## src/rtl/inst_feeder.sv

```systemverilog
`default_nettype none
// ============================================================================
// Module   : inst_feeder
// Purpose  : Fetches a run of instructions as narrow memory beats, reassembles
//            them and serves them through a small FWFT queue.
//            Optional type-field filter: INST_FEEDER_TYPE_CHECK_EN.
// Revision : 1.0 - initial release
// ============================================================================
module inst_feeder #(
    parameter int INST_LEN     = 220,
    parameter int MEM_DW       = 64,
    parameter int BEATS        = 4,
    parameter int DEPTH        = 4,
    parameter int DDR_ADDR_LEN = 32,
    parameter int CNT_LEN      = 16
) (
    input  logic                    clk,
    input  logic                    rst_n,
    input  logic                    start,
    input  logic [DDR_ADDR_LEN-1:0] base_addr,
    input  logic [CNT_LEN-1:0]      inst_count,
    output logic                    busy,
    output logic                    done,
    output logic                    rd_req,
    output logic [DDR_ADDR_LEN-1:0] rd_addr,
    input  logic                    rd_ready,
    input  logic                    rd_valid,
    input  logic [MEM_DW-1:0]       rd_data,
    output logic [INST_LEN-1:0]     instruct,
    output logic                    inst_empty,
    input  logic                    inst_req,
    output logic [CNT_LEN-1:0]      err_cnt
);

    localparam int c_PTR_W  = $clog2(DEPTH);
    localparam int c_OCC_W  = $clog2(DEPTH + 1);
    localparam int c_BEAT_W = (BEATS > 1) ? $clog2(BEATS) : 1;
    localparam int c_ASM_W  = (BEATS - 1) * MEM_DW;
    localparam logic [DDR_ADDR_LEN-1:0] c_STRIDE    = DDR_ADDR_LEN'(MEM_DW / 8);
    localparam logic [c_BEAT_W-1:0]     c_LAST_BEAT = c_BEAT_W'(BEATS - 1);
    localparam logic [c_OCC_W:0]        c_DEPTH     = (c_OCC_W + 1)'(DEPTH);

    typedef enum logic [1:0] {
        S_IDLE  = 2'd0,
        S_FETCH = 2'd1,
        S_DRAIN = 2'd2
    } state_t;

    state_t                  r_state, w_state_nxt;
    logic                    r_done, r_rd_req;
    logic [DDR_ADDR_LEN-1:0] r_rd_addr;
    logic [CNT_LEN-1:0]      r_inst_left, r_resp_left;
    logic [c_BEAT_W-1:0]     r_nxt_beat, r_asm_beat;
    logic [c_OCC_W-1:0]      r_inflight, r_count;
    logic [c_PTR_W-1:0]      r_wr_ptr, r_rd_ptr;
    logic [c_ASM_W-1:0]      r_asm;
    logic [INST_LEN-1:0]     r_q [DEPTH];

    logic                    w_idle, w_start_ok, w_zero_run, w_slot, w_credit;
    logic                    w_issue, w_first, w_accept, w_all_req;
    logic                    w_beat_in, w_last_in, w_drop, w_push, w_pop, w_final;
    logic [CNT_LEN-1:0]      w_left;
    logic [c_BEAT_W-1:0]     w_beat;
    logic [c_OCC_W:0]        w_sum;
    logic [INST_LEN-1:0]     w_word;

    assign w_idle     = (r_state == S_IDLE);
    assign w_start_ok = w_idle && start && (inst_count != '0);
    assign w_zero_run = w_idle && start && (inst_count == '0);
    // In IDLE the accepted start feeds the issue logic directly so the first
    // request appears the cycle after start.
    assign w_left     = w_idle ? inst_count : r_inst_left;
    assign w_beat     = w_idle ? '0 : r_nxt_beat;
    assign w_slot     = !r_rd_req || rd_ready;
    assign w_sum      = (c_OCC_W + 1)'(r_count) + (c_OCC_W + 1)'(r_inflight);
    assign w_credit   = (w_sum < c_DEPTH);
    assign w_issue    = w_slot && (w_idle ? w_start_ok : (r_state == S_FETCH))
                        && ((w_beat != '0) || ((w_left != '0) && w_credit));
    assign w_first    = w_issue && (w_beat == '0);
    assign w_accept   = r_rd_req && rd_ready;
    assign w_all_req  = (r_inst_left == '0) && (r_nxt_beat == '0) && w_slot;

    assign w_beat_in  = rd_valid && !w_idle;
    assign w_last_in  = w_beat_in && (r_asm_beat == c_LAST_BEAT);
    assign w_word     = INST_LEN'({rd_data, r_asm});
    assign w_push     = w_last_in && !w_drop;
    assign w_pop      = inst_req && (r_count != '0);
    assign w_final    = w_last_in && (r_resp_left == CNT_LEN'(1));

    always_comb begin
        w_state_nxt = r_state;
        case (r_state)
            S_IDLE:  if (w_start_ok) w_state_nxt = S_FETCH;
            S_FETCH: begin
                if (w_final)        w_state_nxt = S_IDLE;
                else if (w_all_req) w_state_nxt = S_DRAIN;
            end
            S_DRAIN: if (w_final) w_state_nxt = S_IDLE;
            default: w_state_nxt = S_IDLE;
        endcase
    end

    always_ff @(posedge clk) begin
        if (!rst_n) begin
            r_state     <= S_IDLE;
            r_done      <= 1'b0;
            r_rd_req    <= 1'b0;
            r_rd_addr   <= '0;
            r_inst_left <= '0;
            r_resp_left <= '0;
            r_nxt_beat  <= '0;
            r_inflight  <= '0;
            r_asm_beat  <= '0;
            r_wr_ptr    <= '0;
            r_rd_ptr    <= '0;
            r_count     <= '0;
        end else begin
            r_state <= w_state_nxt;
            r_done  <= w_zero_run || w_final;
            if (w_slot) r_rd_req <= w_issue;

            if (w_start_ok)    r_rd_addr <= base_addr;
            else if (w_accept) r_rd_addr <= r_rd_addr + c_STRIDE;

            if (w_start_ok)     r_resp_left <= inst_count;
            else if (w_last_in) r_resp_left <= r_resp_left - CNT_LEN'(1);

            if (w_issue) begin
                r_inst_left <= w_first ? (w_left - CNT_LEN'(1)) : w_left;
                r_nxt_beat  <= (w_beat == c_LAST_BEAT) ? '0 : (w_beat + c_BEAT_W'(1));
            end else if (w_start_ok) begin
                r_inst_left <= inst_count;
                r_nxt_beat  <= '0;
            end

            // Credit is claimed when a first beat is presented and returned on push or drop.
            r_inflight <= r_inflight + c_OCC_W'(w_first) - c_OCC_W'(w_last_in);

            if (w_beat_in)
                r_asm_beat <= (r_asm_beat == c_LAST_BEAT) ? '0 : (r_asm_beat + c_BEAT_W'(1));

            if (w_push) r_wr_ptr <= r_wr_ptr + c_PTR_W'(1);
            if (w_pop)  r_rd_ptr <= r_rd_ptr + c_PTR_W'(1);
            if (w_push && !w_pop)      r_count <= r_count + c_OCC_W'(1);
            else if (!w_push && w_pop) r_count <= r_count - c_OCC_W'(1);
        end
    end

    always_ff @(posedge clk) begin
        if (w_beat_in && (r_asm_beat != c_LAST_BEAT))
            r_asm[int'(r_asm_beat) * MEM_DW +: MEM_DW] <= rd_data;
        if (w_push)
            r_q[r_wr_ptr] <= w_word;
    end

`ifdef INST_FEEDER_TYPE_CHECK_EN
    logic [CNT_LEN-1:0] r_err;

    assign w_drop = (w_word[3:0] > 4'd3);

    always_ff @(posedge clk) begin
        if (!rst_n)
            r_err <= '0;
        else if (w_last_in && w_drop && (r_err != '1))
            r_err <= r_err + CNT_LEN'(1);
    end

    assign err_cnt = r_err;
`else
    assign w_drop  = 1'b0;
    assign err_cnt = '0;
`endif

    assign busy       = !w_idle;
    assign done       = r_done;
    assign rd_req     = r_rd_req;
    assign rd_addr    = r_rd_addr;
    assign inst_empty = (r_count == '0);
    assign instruct   = (r_count == '0) ? '0 : r_q[r_rd_ptr];

endmodule

`default_nettype wire

```

## config.mk

```make
export PLATFORM = sky130hd
export DESIGN_NAME = inst_feeder
export DESIGN_NICKNAME = d
export VERILOG_FILES = /design/src/rtl/inst_feeder.sv
export SDC_FILE = /design/constraint.sdc
export NUM_CORES = 1
export LEC_CHECK = 0
export CORE_UTILIZATION = 35
export CTS_CLUSTER_SIZE = 8
export DETAILED_ROUTE_END_ITERATION = 8
export GPL_TIMING_DRIVEN = 1
export SETUP_SLACK_MARGIN = 0.3
export SYNTH_ARGS = -nofsm -noshare
export SYNTH_HDL_FRONTEND = slang
export SYNTH_SLANG_ARGS = --single-unit
```

## constraint.sdc

```tcl
create_clock -name clk -period 9.11 [get_ports clk]
set_input_delay 2.2775 -clock clk [delete_from_list [all_inputs] [get_ports clk]]
set_output_delay 2.2775 -clock clk [all_outputs]
set_load 0.005 [all_outputs]
```

After elaboration in Yosys (flattened, before gate mapping)
Memory sizes are Yosys's and may differ from the RTL's. A register that Yosys moved wholly into a read port is not among the register bits.
Index checks and enable logic that the tools add are counted.
{"block": "classes", "add_sub_neg": 13, "order_cmp": 1, "n_eq_ne": 9, "n_shift": 2, "muxes": 27, "n_reduce_logical": 39}
{"operator": "2-to-1 mux 220 bit", "count": 1}
{"operator": "bitwise mux 192 bit", "count": 1}
{"operator": "variable shift 64 x 33 -> 192 bit, first input constant", "count": 1}
{"operator": "indexed part select 64 x 33 -> 192 bit", "count": 1}
{"operator": "2-to-1 mux 16 bit", "count": 6}
{"operator": "2-to-1 mux 32 bit", "count": 2}
{"operator": "negator 8 -> 33 bit", "count": 1}
{"operator": "adder 32 x 4 -> 32 bit, second input constant", "count": 1}
{"operator": "logical NOT 16 bit", "count": 2}
{"operator": "nonzero test 16 bit", "count": 2}
{"operator": "subtractor 16 x 1 -> 16 bit, second input constant", "count": 2}
{"operator": "2-to-1 mux 2 bit", "count": 11}
{"operator": "logical AND 1 bit", "count": 17}
{"operator": "equality test 16 x 1 -> 1 bit, second input constant", "count": 1}
{"operator": "nonzero test 2 bit", "count": 5}
{"operator": "adder 2 x 1 -> 2 bit, second input constant", "count": 4}
{"operator": "equality test 2 bit, second input constant", "count": 3}
{"operator": "logical NOT 2 bit", "count": 3}
{"operator": "2-to-1 mux 3 bit", "count": 2}
{"operator": "case mux 2 bit (3 select lines)", "count": 1}
{"operator": "adder 3 x 3 -> 4 bit", "count": 1}
{"operator": "logical NOT 1 bit", "count": 4}
{"operator": "< comparator 4 x 3 -> 1 bit, second input constant", "count": 1}
{"operator": "!= test 2 bit, second input constant", "count": 2}
{"operator": "other kinds (12)", "count": 16}
{"block": "word_totals", "regBits": 274, "ram_bits": 880, "input_bits": 118, "out_inout_bits": 272, "word_cells": 105, "mem_count": 1}
{"name": "r_q", "depth": 4, "word_bits": 220, "rd": 1, "rd_clocked_by_memory_dff": 1, "write_ports": 1, "line": "57", "text": "logic [INST_LEN-1:0] r_q [DEPTH];"}

Logic depth before layout (Yosys ltp)
{"block": "depth", "word_depth": 9, "ltp_mapped": 22, "depth_no_buf": 17}

Least setup slack after synthesis
OpenSTA, ideal clock, no wires.
{"block": "synth_path", "path_type": "input port to flip-flop", "start": "input rd_valid", "end": "memory r_q[1][0] (enable)", "setup_ns": 0.608, "arrival_time_ns": 7.895, "required_time_ns": 8.502, "slack_ns": 0.607, "cell_stages": 4, "path_buffers": 1, "path_cell_list": "nand3_1 -> inv_1 -> clkbuf_1 -> and2_1"}
{"block": "synth_via", "elab_chain_cells": 4}
{"item": "from (decl)", "line": "27", "text": "input logic rd_valid,"}
{"item": "logical AND 1 bit", "line": "83", "text": "assign w_beat_in = rd_valid && !w_idle;"}
{"item": "logical AND 1 bit", "line": "84", "text": "assign w_last_in = w_beat_in && (r_asm_beat == c_LAST_BEAT);"}
{"item": "net w_last_in", "line": "61", "text": "logic w_beat_in, w_last_in, w_drop, w_push, w_pop, w_final;"}
{"item": "2-to-1 mux 1 bit", "line": "152", "text": "if (w_push)"}
{"item": "2-to-1 mux 1 bit (implied by the code)", "line": "153", "text": "r_q[r_wr_ptr] <= w_word;"}
{"item": "to (decl)", "line": "57"}
The timed path passes the listed nets, and every way through them passes these cells.

==> impl_metrics.tcl <==
set metrics [dict create \
    status "finished, final reports clean" \
    crit_family "buffers and inverters" \
    postSynthAreaPerCell_um2 18.6 \
    cts-root-buf "clkbuf_16" \
    crit_path_end_kind "output pin" \
    r2r_slack_ns 5.07 \
    final_common_cell "edfxtp_1" \
    initialDrtViolationCount 2111 \
    cp_max_fo 99 \
    placed_cell_area_mm2 0.0509 \
    synth_seq_cells 1156 \
    cts_tree "built" \
    cp.required_ns 6.83 \
    dr_total_vias 23181 \
    drt-total-wl_um 106000 \
    antenna_found_initial 7 \
    grt_overflow 0 \
    p_leak_uw 0.0174 \
    initial_utilization 0.354 \
    worstPathArrival_ns 3.83 \
    cpMaxStageDelayCell "dfxtp_4" \
    drive_above_1_share 0.158 \
    power_density_mw_per_mm2 262 \
    cts_buffers 163 \
    synth_edf_count 1072 \
    post_cts_buffers 0 \
    clkTransAtPathRegs_ns 0.05 \
    dp_hpwl_um 60000 \
    io_pins 390 \
    design_area_mm2 0.0554 \
    cp_slowest_stage_delay_ns 0.86 \
    die_height_um 361 \
    max_freq_ghz 0.164 \
    seq_area_frac_synth 0.749 \
    critPathBufInv 2 \
    startpoint_type "flop" \
    finalSetupTns_ns 0 \
    ys_types 65 \
    grt_max_degree 189 \
    setup_ws_ns 3.01 \
    layout_min_cycle_time_ns 6.10 \
    place_congestion 0.835 \
    numClockSinks 1156 \
    slew_viol_final 0 \
    skew_ns 0.0285 \
    grt_pass1_vias 24179 \
    ys.warnings.count 0 \
    postRouteAntennaNets 0 \
    drv_cap 0 \
    hp-class "reg2reg" \
    htreeDepth 4 \
    finalCritPeriodShare 0.670 \
    synthFlopType "edfxtp_1" \
    worstSkewPairLatency_ns 0.77 \
    gr-usage-all-layers 0.162 \
    netlist_instances 2435 \
    drcViolationCount 0 \
    via_per_inst 5.06 \
    firstDrtPassIters 5 \
    core-area_mm2 0.128 \
    ir_drop_uv 354 \
    die_w_um 361 \
    path_class "reg2out" \
    tightest_slew_ns 1.33 \
    preCtsSetupSlack_ns 3.57 \
    area_growth_pct 22.5 \
    wl_per_cell_um 23.1 \
    port_buffers 373 \
    cp_cell_sequence "buf_12 -> mux4_2 -> and2_1 -> clkdlybuf4s50_1" \
    async_reset_ff_frac 0 \
    rsz0062_at_grt "false" \
    clock_path_buffers 3 \
    slew-limit-headroom 0.114 \
    setup-violations-final 0 \
    placementRows 131 \
    die_area_mm2 0.131 \
    finalHoldViolCount 0 \
    grt_first_pass_wirelength_um 157000 \
    layout.nets 3014 \
    final_cell_mix "1072 x edfxtp_1, 415 x and2_1, 373 x clkdlybuf4s50_1" \
    netlist_area_mm2 0.0452 \
    cts-resized-gates 0 \
    hold_buffers 0 \
]
## worst reg2reg max path, cell delays in order (launching register included)
cell	delay (ns)
dfxtp_1	0.53
nor2_2	0.07
buf_4	0.27
inv_2	0.38
nand2_1	0.15
ha_1	0.39
and3b_1	0.24
a31oi_1	0.29
o21a_1	0.18
nand2_1	0.09
ha_1	0.31
inv_1	0.07
ha_1	0.14
inv_1	0.05
fa_1	0.37
xor2_1	0.17
xnor2_1	0.13
nor2_1	0.05
## final cells by class
cell class / instances / area, um^2
Timing Repair Buffer: 403 / 4110
Clock buffer: 190 / 4200
Clock inverter: 16 / 319
Fill cell: 11167 / 72500
Multi-Input combinational cell: 1136 / 10700
Antenna cell: 3 / 7.51
Inverter: 14 / 52.6
Tap cell: 1662 / 2080
Sequential cell: 1156 / 33900
## registers in the layout, summed over array words and instances (netlist names), 3 cells and up, named ones only
register and count:
r_inflight 3, r_count 3, r_asm 192, r_inst_left 16, rd_addr 32, r_q 880, r_resp_left 16
## cells by family (layout without fill, tap and decap cells)
logic type | after synthesis | count (layout) | share of synthesized area
DFF | 1156 | 1156 | 0.749
and+or+nand+nor | 675 | 675 | 0.0865
muxes | 233 | 233 | 0.112
buffers and inverters | 158 | 623 | 0.0156
AOI/OAI and AO/OA | 147 | 147 | 0.0213
xor gates and xnor gates | 43 | 43 | 0.00833
adders and majority gates | 22 | 22 | 0.00642
other | 1 | 19 | 0.0000830
## report_power, final
group,internal (uW),total [uW],switching [uW]
clock,3230,5400,2170
combinational,1690,3120,1430
sequential,5870,5990,124
total,10800,14500,3730
## path summary, 6_finish.rpt
kind	from	endpoint	depth (start not counted)
hold reg to reg	rd_addr[0]$_SDFFE_PN0P_	rd_addr[0]$_SDFFE_PN0P_	2
setup reg to reg	r_state[1]$_SDFFE_PN0P_	r_inflight[2]$_SDFF_PN0_	17
hold / removal	rd_addr[0]$_SDFFE_PN0P_	rd_addr[0]$_SDFFE_PN0P_	2
setup / recovery	flop	instruct[127]	4
## cell usage after synthesis (all sizes together), types with 5 or more instances
master  number  share of area
edfxtp    1072           0.71
and2       422          0.058
mux4       220           0.11
clkbuf      92         0.0076
dfxtp       84          0.037
nor2        70         0.0058
nand2       60         0.0050
a21oi       54         0.0060
buf         52         0.0068
xor2        30         0.0058
a211oi      24         0.0040
nand3       24         0.0027
o21ai       22         0.0025
nor3        21         0.0023
ha          20         0.0055
inv         14         0.0012
nand4       14         0.0019
nor4        14         0.0019
mux2i       13         0.0029
xnor2       13         0.0025
a31oi        9         0.0012
or3          8         0.0011
and3         6        0.00083
nor3b        6         0.0010
a311oi       5        0.00097
and4         5         0.0010
nor2b        5        0.00069
o21a         5        0.00083
or4          5        0.00091
## through the flow
stage	std cells	util	total power (uW)	hold slack, ns
4_1_cts	4577	0.433	14700	0.459
5_1_grt	4577	0.433	15100	0.474
2_1_floorplan	2450	-	7420	0.450
3_5_place_dp	4371	0.398	9290	0.449
6_report	4580	0.433	14500	0.459
3_3_place_gp	4371	0.398	9280	0.442
## layer usage
| layer | GRT usage | routed length [um] |
|---|---|---|
| met4 | 0.0477 | 1980 |
| met2 | 0.261 | 51200 |
| met1 | 0.214 | 45000 |
| met5 | 0 | 23 |
| met3 | 0.0426 | 7580 |
Note: power is estimated with default switching activity, not from simulation.
